[src/rtl/retire_trace_pkg.sv]
// Shared types and constants for the retirement trace buffer.
// Record field widths are fixed here; the top-level XLEN/ORDER_W defaults must match them.
package retire_trace_pkg;

   localparam int TRACE_XLEN    = 32;
   localparam int TRACE_ORDER_W = 64;
   localparam int PC_STEP       = 4;

   localparam logic [6:0] OPC_JAL    = 7'b1101111;
   localparam logic [6:0] OPC_JALR   = 7'b1100111;
   localparam logic [6:0] OPC_BRANCH = 7'b1100011;

   typedef struct packed {
      logic [TRACE_ORDER_W-1:0] order;
      logic [TRACE_XLEN-1:0]    pc;
      logic [31:0]              inst;
      logic [TRACE_XLEN-1:0]    rs1_val;
      logic [TRACE_XLEN-1:0]    rs2_val;
      logic [4:0]               rd;
      logic                     rd_we;
      logic [TRACE_XLEN-1:0]    rd_wdata;
   } retire_rec_t;

endpackage

[src/rtl/retire_fifo.sv]
// Generic synchronous FIFO; full/empty told apart by an extra pointer bit.
// A push into a full FIFO is accepted only when a pop happens in the same cycle.
module retire_fifo #(
   parameter int WIDTH = 8,
   parameter int DEPTH = 8
) (
   input  logic                     clk,
   input  logic                     rst,
   input  logic                     push,
   input  logic [WIDTH-1:0]         wdata,
   input  logic                     pop,
   output logic [WIDTH-1:0]         rdata,
   output logic                     full,
   output logic                     empty,
   output logic [$clog2(DEPTH):0]   count
);

   localparam int AW = $clog2(DEPTH);

   logic [WIDTH-1:0] mem [DEPTH];
   logic [AW:0]      wr_ptr;
   logic [AW:0]      rd_ptr;
   logic             do_push;
   logic             do_pop;

   assign empty   = (wr_ptr == rd_ptr);
   assign full    = (wr_ptr[AW] != rd_ptr[AW]) && (wr_ptr[AW-1:0] == rd_ptr[AW-1:0]);
   assign do_pop  = pop && !empty;
   assign do_push = push && (!full || do_pop);
   assign count   = wr_ptr - rd_ptr;
   assign rdata   = mem[rd_ptr[AW-1:0]];

   always_ff @(posedge clk or posedge rst) begin
      if (rst) begin
         wr_ptr <= '0;
         rd_ptr <= '0;
      end else begin
         if (do_push) wr_ptr <= wr_ptr + 1'b1;
         if (do_pop)  rd_ptr <= rd_ptr + 1'b1;
      end
   end

   always_ff @(posedge clk) begin
      if (do_push) mem[wr_ptr[AW-1:0]] <= wdata;
   end

endmodule

[src/rtl/retire_trace_buffer.sv]
// Builds ordered retirement records from the WB stream and queues them for a checker.
// Define RETIRE_TRACE_PC_CHECK_EN to enable the sticky PC-continuity check on pc_err.
module retire_trace_buffer
   import retire_trace_pkg::*;
#(
   parameter int          XLEN    = TRACE_XLEN,
   parameter int          DEPTH   = 8,
   parameter int          ORDER_W = TRACE_ORDER_W,
   parameter logic [31:0] PC_INIT = 32'h200
) (
   input  logic                     clk,
   input  logic                     rst,
   input  logic                     wb_valid,
   input  logic [XLEN-1:0]          wb_pc,
   input  logic [31:0]              wb_inst,
   input  logic                     wb_we,
   input  logic [4:0]               wb_rd,
   input  logic [XLEN-1:0]          wb_value,
   output logic                     out_valid,
   input  logic                     out_ready,
   output retire_rec_t              out_rec,
   output logic [$clog2(DEPTH):0]   count,
   output logic                     overflow,
   output logic                     pc_err
);

   logic [XLEN-1:0]    shadow [32];
   logic [ORDER_W-1:0] order_cnt;
   retire_rec_t        rec;
   retire_rec_t        head;
   logic               fifo_full;
   logic               fifo_empty;

   // Operands come from the shadow file before this cycle's write lands.
   always_comb begin
      rec          = '0;
      rec.order    = order_cnt;
      rec.pc       = wb_pc;
      rec.inst     = wb_inst;
      rec.rs1_val  = shadow[wb_inst[19:15]];
      rec.rs2_val  = shadow[wb_inst[24:20]];
      rec.rd       = wb_rd;
      rec.rd_we    = wb_we && (wb_rd != 5'd0);
      rec.rd_wdata = rec.rd_we ? wb_value : '0;
   end

   always_ff @(posedge clk or posedge rst) begin
      if (rst) begin
         for (int i = 0; i < 32; i++) shadow[i] <= '0;
         order_cnt <= '0;
         overflow  <= 1'b0;
      end else begin
         if (wb_valid) begin
            order_cnt <= order_cnt + 1'b1;
            if (rec.rd_we) shadow[wb_rd] <= wb_value;
            if (fifo_full && !out_ready) overflow <= 1'b1;
         end
      end
   end

   retire_fifo #(
      .WIDTH ($bits(retire_rec_t)),
      .DEPTH (DEPTH)
   ) u_fifo (
      .clk   (clk),
      .rst   (rst),
      .push  (wb_valid),
      .wdata (rec),
      .pop   (out_ready),
      .rdata (head),
      .full  (fifo_full),
      .empty (fifo_empty),
      .count (count)
   );

   assign out_valid = !fifo_empty;
   assign out_rec   = out_valid ? head : '0;

`ifdef RETIRE_TRACE_PC_CHECK_EN
   logic [XLEN-1:0] expected_pc;
   logic            skip_check;
   logic            ctrl_xfer;

   assign ctrl_xfer = (wb_inst[6:0] == OPC_JAL) || (wb_inst[6:0] == OPC_JALR) ||
                      (wb_inst[6:0] == OPC_BRANCH);

   // After a jump or branch the target is unknown, so the next retirement re-seeds the expectation.
   always_ff @(posedge clk or posedge rst) begin
      if (rst) begin
         expected_pc <= XLEN'(PC_INIT);
         skip_check  <= 1'b0;
         pc_err      <= 1'b0;
      end else if (wb_valid) begin
         if (!skip_check && (wb_pc != expected_pc)) pc_err <= 1'b1;
         skip_check  <= ctrl_xfer;
         expected_pc <= wb_pc + XLEN'(PC_STEP);
      end
   end
`else
   assign pc_err = 1'b0;
`endif

endmodule

[config.mk]
export PLATFORM = sky130hd
export DESIGN_NAME = retire_trace_buffer
export DESIGN_NICKNAME = d
export VERILOG_FILES = /design/src/rtl/retire_trace_pkg.sv /design/src/rtl/retire_fifo.sv /design/src/rtl/retire_trace_buffer.sv
export SDC_FILE = /design/constraint.sdc
export NUM_CORES = 2
export LEC_CHECK = 0
export BUFFER_PORTS_ARGS = -buffer_cell sky130_fd_sc_hd__buf_4
export CELL_PAD_IN_SITES_DETAIL_PLACEMENT = 1
export CELL_PAD_IN_SITES_GLOBAL_PLACEMENT = 1
export CORE_ASPECT_RATIO = 1.5
export CORE_UTILIZATION = 35
export DETAILED_ROUTE_END_ITERATION = 8
export GPL_TIMING_DRIVEN = 0
export PLACE_DENSITY_LB_ADDON = 0.05
export SKIP_CTS_REPAIR_TIMING = 1
export SYNTH_ARGS = -nofsm -noshare
export SYNTH_HDL_FRONTEND = slang
export SYNTH_SLANG_ARGS = --single-unit
[constraint.sdc]
create_clock -name clk -period 49.1 [get_ports clk]
set_input_delay 12.275 -clock clk [delete_from_list [all_inputs] [get_ports clk]]
set_output_delay 12.275 -clock clk [all_outputs]
set_load 0.005 [all_outputs]
# ---- Word level (Yosys, flattened, before mapping)
# Memories as Yosys holds them, arrays and structs flattened.
# Cells that the tools add are included.
dict set report totals {
  ff_bits 1097
  ram_bits 1840
  input_bits 106
  elab_cells 77
  n_memories 1
}
# name words word_bits read_ports rd_clocked_by_memory_dff write_ports line_no
set memory_table {}
lappend memory_table {u_fifo.mem 8 230 1 0 1 retire_fifo.sv:20} ;# logic [WIDTH-1:0] mem [DEPTH];
dict set report op_classes {
  addsub 4
  n_lt_le_gt_ge 4
  eq_ne 3
  n_mux 13
  bitwise 3
  reduce_logical 13
}
# operator n
set op_table {}
lappend op_table {{$bwmux 1024} 1}
lappend op_table {{$bmux 32 s5} 2}
lappend op_table {{$mux 230} 1}
lappend op_table {{$mux 32} 6}
lappend op_table {{$demux 32 s5} 1}
lappend op_table {{$add 64x1->64 const B} 1}
lappend op_table {{$ge 6x6->1 const B} 3}
lappend op_table {{$not 5->6} 3}
lappend op_table {{$add 4x1->4 const B} 2}
lappend op_table {{$logic_and 1x1->1} 6}
lappend op_table {{$lt 6x1->1 const B} 1}
lappend op_table {{$reduce_bool 5->1} 1}
lappend op_table {{$eq 4x4->1} 1}
lappend op_table {{$reduce_and 2->1} 2}
lappend op_table {{$sub 4x4->4} 1}
lappend op_table {{$eq 3x3->1} 1}
lappend op_table {{$logic_not 1->1} 3}
lappend op_table {{$mux 1} 2}
lappend op_table {{$logic_or 1x1->1} 1}
lappend op_table {{$ne 1x1->1} 1}

# ---- Logic depth before layout (Yosys ltp)
dict set report depth {
  depth_word 7
  mapped_depth 12
}

# ---- Cells and area by module
# From an unflattened synthesis, not the netlist that was laid out.
dict set report unflattened {
  cells_unflattened 7149
  area_unflattened_um2 128239.2
}
# module instances cells_per_inst area_per_inst_um2 seq_area_each_um2
set by_module_without_submodules {}
lappend by_module_without_submodules {retire_fifo 1 3207 69648.0 55453.2}
lappend by_module_without_submodules {retire_trace_buffer 1 3942 58591.2 27251.1}

# ---- Worst setup path before layout
# OpenSTA, ideal clock, no wires.
dict set report synth_path {
  path_type {in2reg}
  from {input out_ready}
  to {memory u_fifo.mem[0][0] in the netlist's numbering, enable pin}
  arrival_time_ps 28261
  slack_ps 19737
  stages 5
  path_buffers 1
  path_cell_list {nor3_1 > nor2b_1 > clkbuf_1 > nand2_1 > nor3_1}
}
dict set report synth_between {
  elab_chain_len 5
}
# item line_no
set synth_rtl {}
lappend synth_rtl {{start, declared} retire_trace_buffer.sv:20} ;# input logic out_ready,
lappend synth_rtl {{$logic_and 1x1->1} retire_fifo.sv:28} ;# assign do_pop = pop && !empty;
lappend synth_rtl {{$logic_or 1x1->1} retire_fifo.sv:29} ;# assign do_push = push && (!full || do_pop);
lappend synth_rtl {{$logic_and 1x1->1} retire_fifo.sv:29}
lappend synth_rtl {{$mux 1} retire_fifo.sv:44} ;# if (do_push) mem[wr_ptr[AW-1:0]] <= wdata;
lappend synth_rtl {{$mux 1 (not written as such)} retire_fifo.sv:44}
lappend synth_rtl {{end, declared} retire_fifo.sv:20}
# Every way passes these cells.

==> flow_summary.yaml <==
synth:
  avgSynthCellArea_um2: 17.02
  ys_ff_latch: 2937
  synthCells: 7500
  syn-num-nets: 7613
  synth_warnings: 0
  synth-main-ff-cell: "edfxtp_1"
  async_reset_ff_share_pct: 37.35
  synth.distinct_cells: 53
  synth_edf_count: 1840
  synth.yosys.seq_area_share_pct: 64.78
  syn-cell-area_mm2: 0.1277
floorplan:
  core_mm2: 0.3632
  die_h_um: 741.7
  std_cell_rows: 271
  initial_utilization_pct: 35.16
  ios: 343
  die_w_um: 495.1
  die_area_mm2: 0.3672
grt:
  grt_util_met1_pct: 30.47
  grt_max_degree: 121
  track_usage_pct: 26.15
  grt_pass1_vias: 82200
  busiest_layer: "met2"
  met3_usage_pct: 3.785
  grt_overflow: 0
  grt_pass1_wl_um: 666700
  use_met2_pct: 47.27
  antenna_found_initial: 28
cts:
  insertion_delay_ps: 920
  clk_path_buf_depth: 4
  cts_htree_levels: 5
  cts_tree: "done"
  clk_pin_slew_ps: 70
  cts_buffers: 312
  cts_sinks: 2937
  clock-root-buffer: "clkbuf_16"
final_layout:
  final_cell_mix: "edfxtp_1 (1840), dfrtp_1 (1097), mux2_2 (1039), mux4_2 (780), nand2_1 (506)"
  nFillCells: 35450
  fin_nets: 8417
  finalNonFillerCells: 13350
  syn2layout_area_growth_pct: 16.84
  drive_above_1_share_pct: 35.79
  layout_commonest_cell: "edfxtp_1"
timing:
  setup_tns_ps: 0
  relSlewSlack_pct: -2.215
  period_minus_slack_ps: 18590
  setup_viol: 0
  fmax_ghz: 0.05379
  rsz0062_at_grt: "no"
  fin_skew_ps: 69.36
  postLayoutSetupSlackWorst_ps: 30510
  final-hold-violation-count: 0
  worst_pin_slew_ps: 1533
  period_share_pct: 37.86
  slew_violations: 22
power:
  p_per_area_mw_per_mm2: 53.75
  total_power_mw: 8.018
  total_leakage_power_nw: 55.88
  irDropWorstVdd_mv: 0.02768
placement:
  portBuffers: 341
  dp.final_hpwl_um: 350300
  place_congestion: 0.8987
  pre_cts_slack_ps: 31230
  dp.cells: 12770
worst_hold_path:
  holdCritPathClass: "reg -> reg"
  min_delay_path_depth: 1
outcome:
  violations: "max-capacitance violations, max-slew violations"
  status: "finished with violations"
routing:
  drc: 0
  first_pass_iters: 5
  post_drt_wl_per_cell_um: 36.10
  num_vias: 74650
  viasPerCell: 5.593
  wirelength_um: 481800
  drt_iter0_drc: 5002
  ant_nets: 0
critical_path:
  r2r_cells: 19
  worst-path-max-fanout: 10
  slowest_stage: "clkbuf_1"
  crit_type: "reg -> out"
  startpoint_type: "flop"
  cp-end-kind: "output pin"
  arrival_ps: 6310
  critPathRequiredTime_ps: 36830
  cp_cell_sequence: "clkbuf_1 > buf_2 > buf_2 > buf_1 > inv_1 > ha_1 > and4_1 > clkbuf_1 > clkbuf_2 > clkbuf_1 > a21oi_1 > buf_4"
  slowest_delay_ps: 930
  crit_top_cell: "clkbuf_1"
job:
  drv_cap: 4
-- synthesized netlist by cell type, types with 4 or more instances --
cell type	number	area, um^2
nand2b_1	6	37.54
nor2b_1	133	832.1
and3_1	5	31.28
nand2_1	506	1899
edfxtp_1	1840	55250
buf_2	211	1056
and2_1	37	231.5
nand4_1	17	106.4
nor3_1	79	395.4
mux2i_1	256	2562
mux2_2	1039	11700
clkbuf_1	374	1404
o21ai_0	129	645.6
nand3_1	27	135.1
nor3_2	4	40.04
inv_1	23	86.33
xor2_1	35	306.5
nor2_1	113	424.2
ha_1	6	75.07
a31oi_1	64	400.4
buf_1	51	191.4
a221oi_1	64	560.5
mux2_1	19	214.0
a21oi_1	231	1156
a22oi_1	64	480.5
a2111oi_0	64	560.5
a211oi_1	128	960.9
buf_4	16	120.1
nor4_1	5	31.28
xnor2_1	37	324.1
dfrtp_1	1097	27450
nor4_2	6	75.07
mux4_2	780	17570
-- worst paths after layout --
check	from	endpoint	slack, ps
max in group asynchronous	rst	shadow[314]	34110
hold / removal	shadow[1005]	shadow[1005]	480
setup / recovery	u_fifo.rd_ptr[1]	out_rec[51]	30510
setup reg to reg	u_fifo.rd_ptr[1]	u_fifo.mem[0][104]	43130
hold reg to reg	shadow[1005]	shadow[1005]	480
min in group asynchronous	rst	shadow[163]	11330
-- worst max-delay path: cells and delay by family, from the launching register on --
| family | cells | cell delay (ps) |
|---|---|---|
| simple gates | 1 | 200 |
| compound gates | 1 | 560 |
| buf+inv | 9 | 3780 |
| flops | 1 | 420 |
| fa+ha+maj | 1 | 370 |
-- state kept, by name (all words and copies together) (netlist names) --
| register | flops |
|---|---|
| order_cnt | 64 |
| u_fifo.wr_ptr | 4 |
| u_fifo.rd_ptr | 4 |
| shadow | 1024 |
| overflow | 1 |
| u_fifo.mem | 1840 |
-- where the power goes --
group	switching (mW)	total (mW)	internal, mW	leakage [nW]
combinational	1.44	2.46	1.02	19.7
clock	1.04	2.43	1.39	5.05
sequential	0.136	3.13	2.99	31.1
total	2.62	8.02	5.40	55.9
-- layout make-up --
class	count	area [um^2]	area share, %
clock buffer	420	8783	5.888
clock inverter	141	1485	0.9956
multi-input combinational	3885	42160	28.26
antenna	18	45.04	0.03020
inverter	24	105.1	0.07046
sequential	2937	82700	55.44
timing repair buffer	490	5095	3.415
tap	4777	5977	4.007
buffer	654	2813	1.886
-- per-layer routing --
layer / routed length (um) / share of wire (%)
met1: 183500 / 38
met5: 31 / 0.0064
met2: 253200 / 53
met4: 24230 / 5.0
met3: 20850 / 4.3
-- logic make-up (layout without fill, tap and decap cells) --
family	Yosys count	in the layout	share of synthesized area, %
XOR/XNOR	72	72	0.4939
flip-flops	2937	2937	64.78
buffers and inverters	678	1729	2.254
other	1	19	0.002937
adder cells (fa/ha/maj)	7	7	0.07448
multiplexers	2094	2094	25.10
AND/OR/NAND/NOR	964	964	3.546
AO/OA/AOI/OAI	747	747	3.752
-- per-stage QoR --
step / cell area, um^2 / hold WS [ps] / util (%)
finish: 149200 / 475.0 / 41.08
global route: 149100 / 497.3 / 41.07
CTS: 149100 / 484.5 / 41.06
detailed placement: 138900 / 471.6 / 38.24
global placement: 136200 / 443.8 / 37.51
floorplan: 127700 / 441.3 / -
Note: power is estimated with default switching activity, not from simulation.
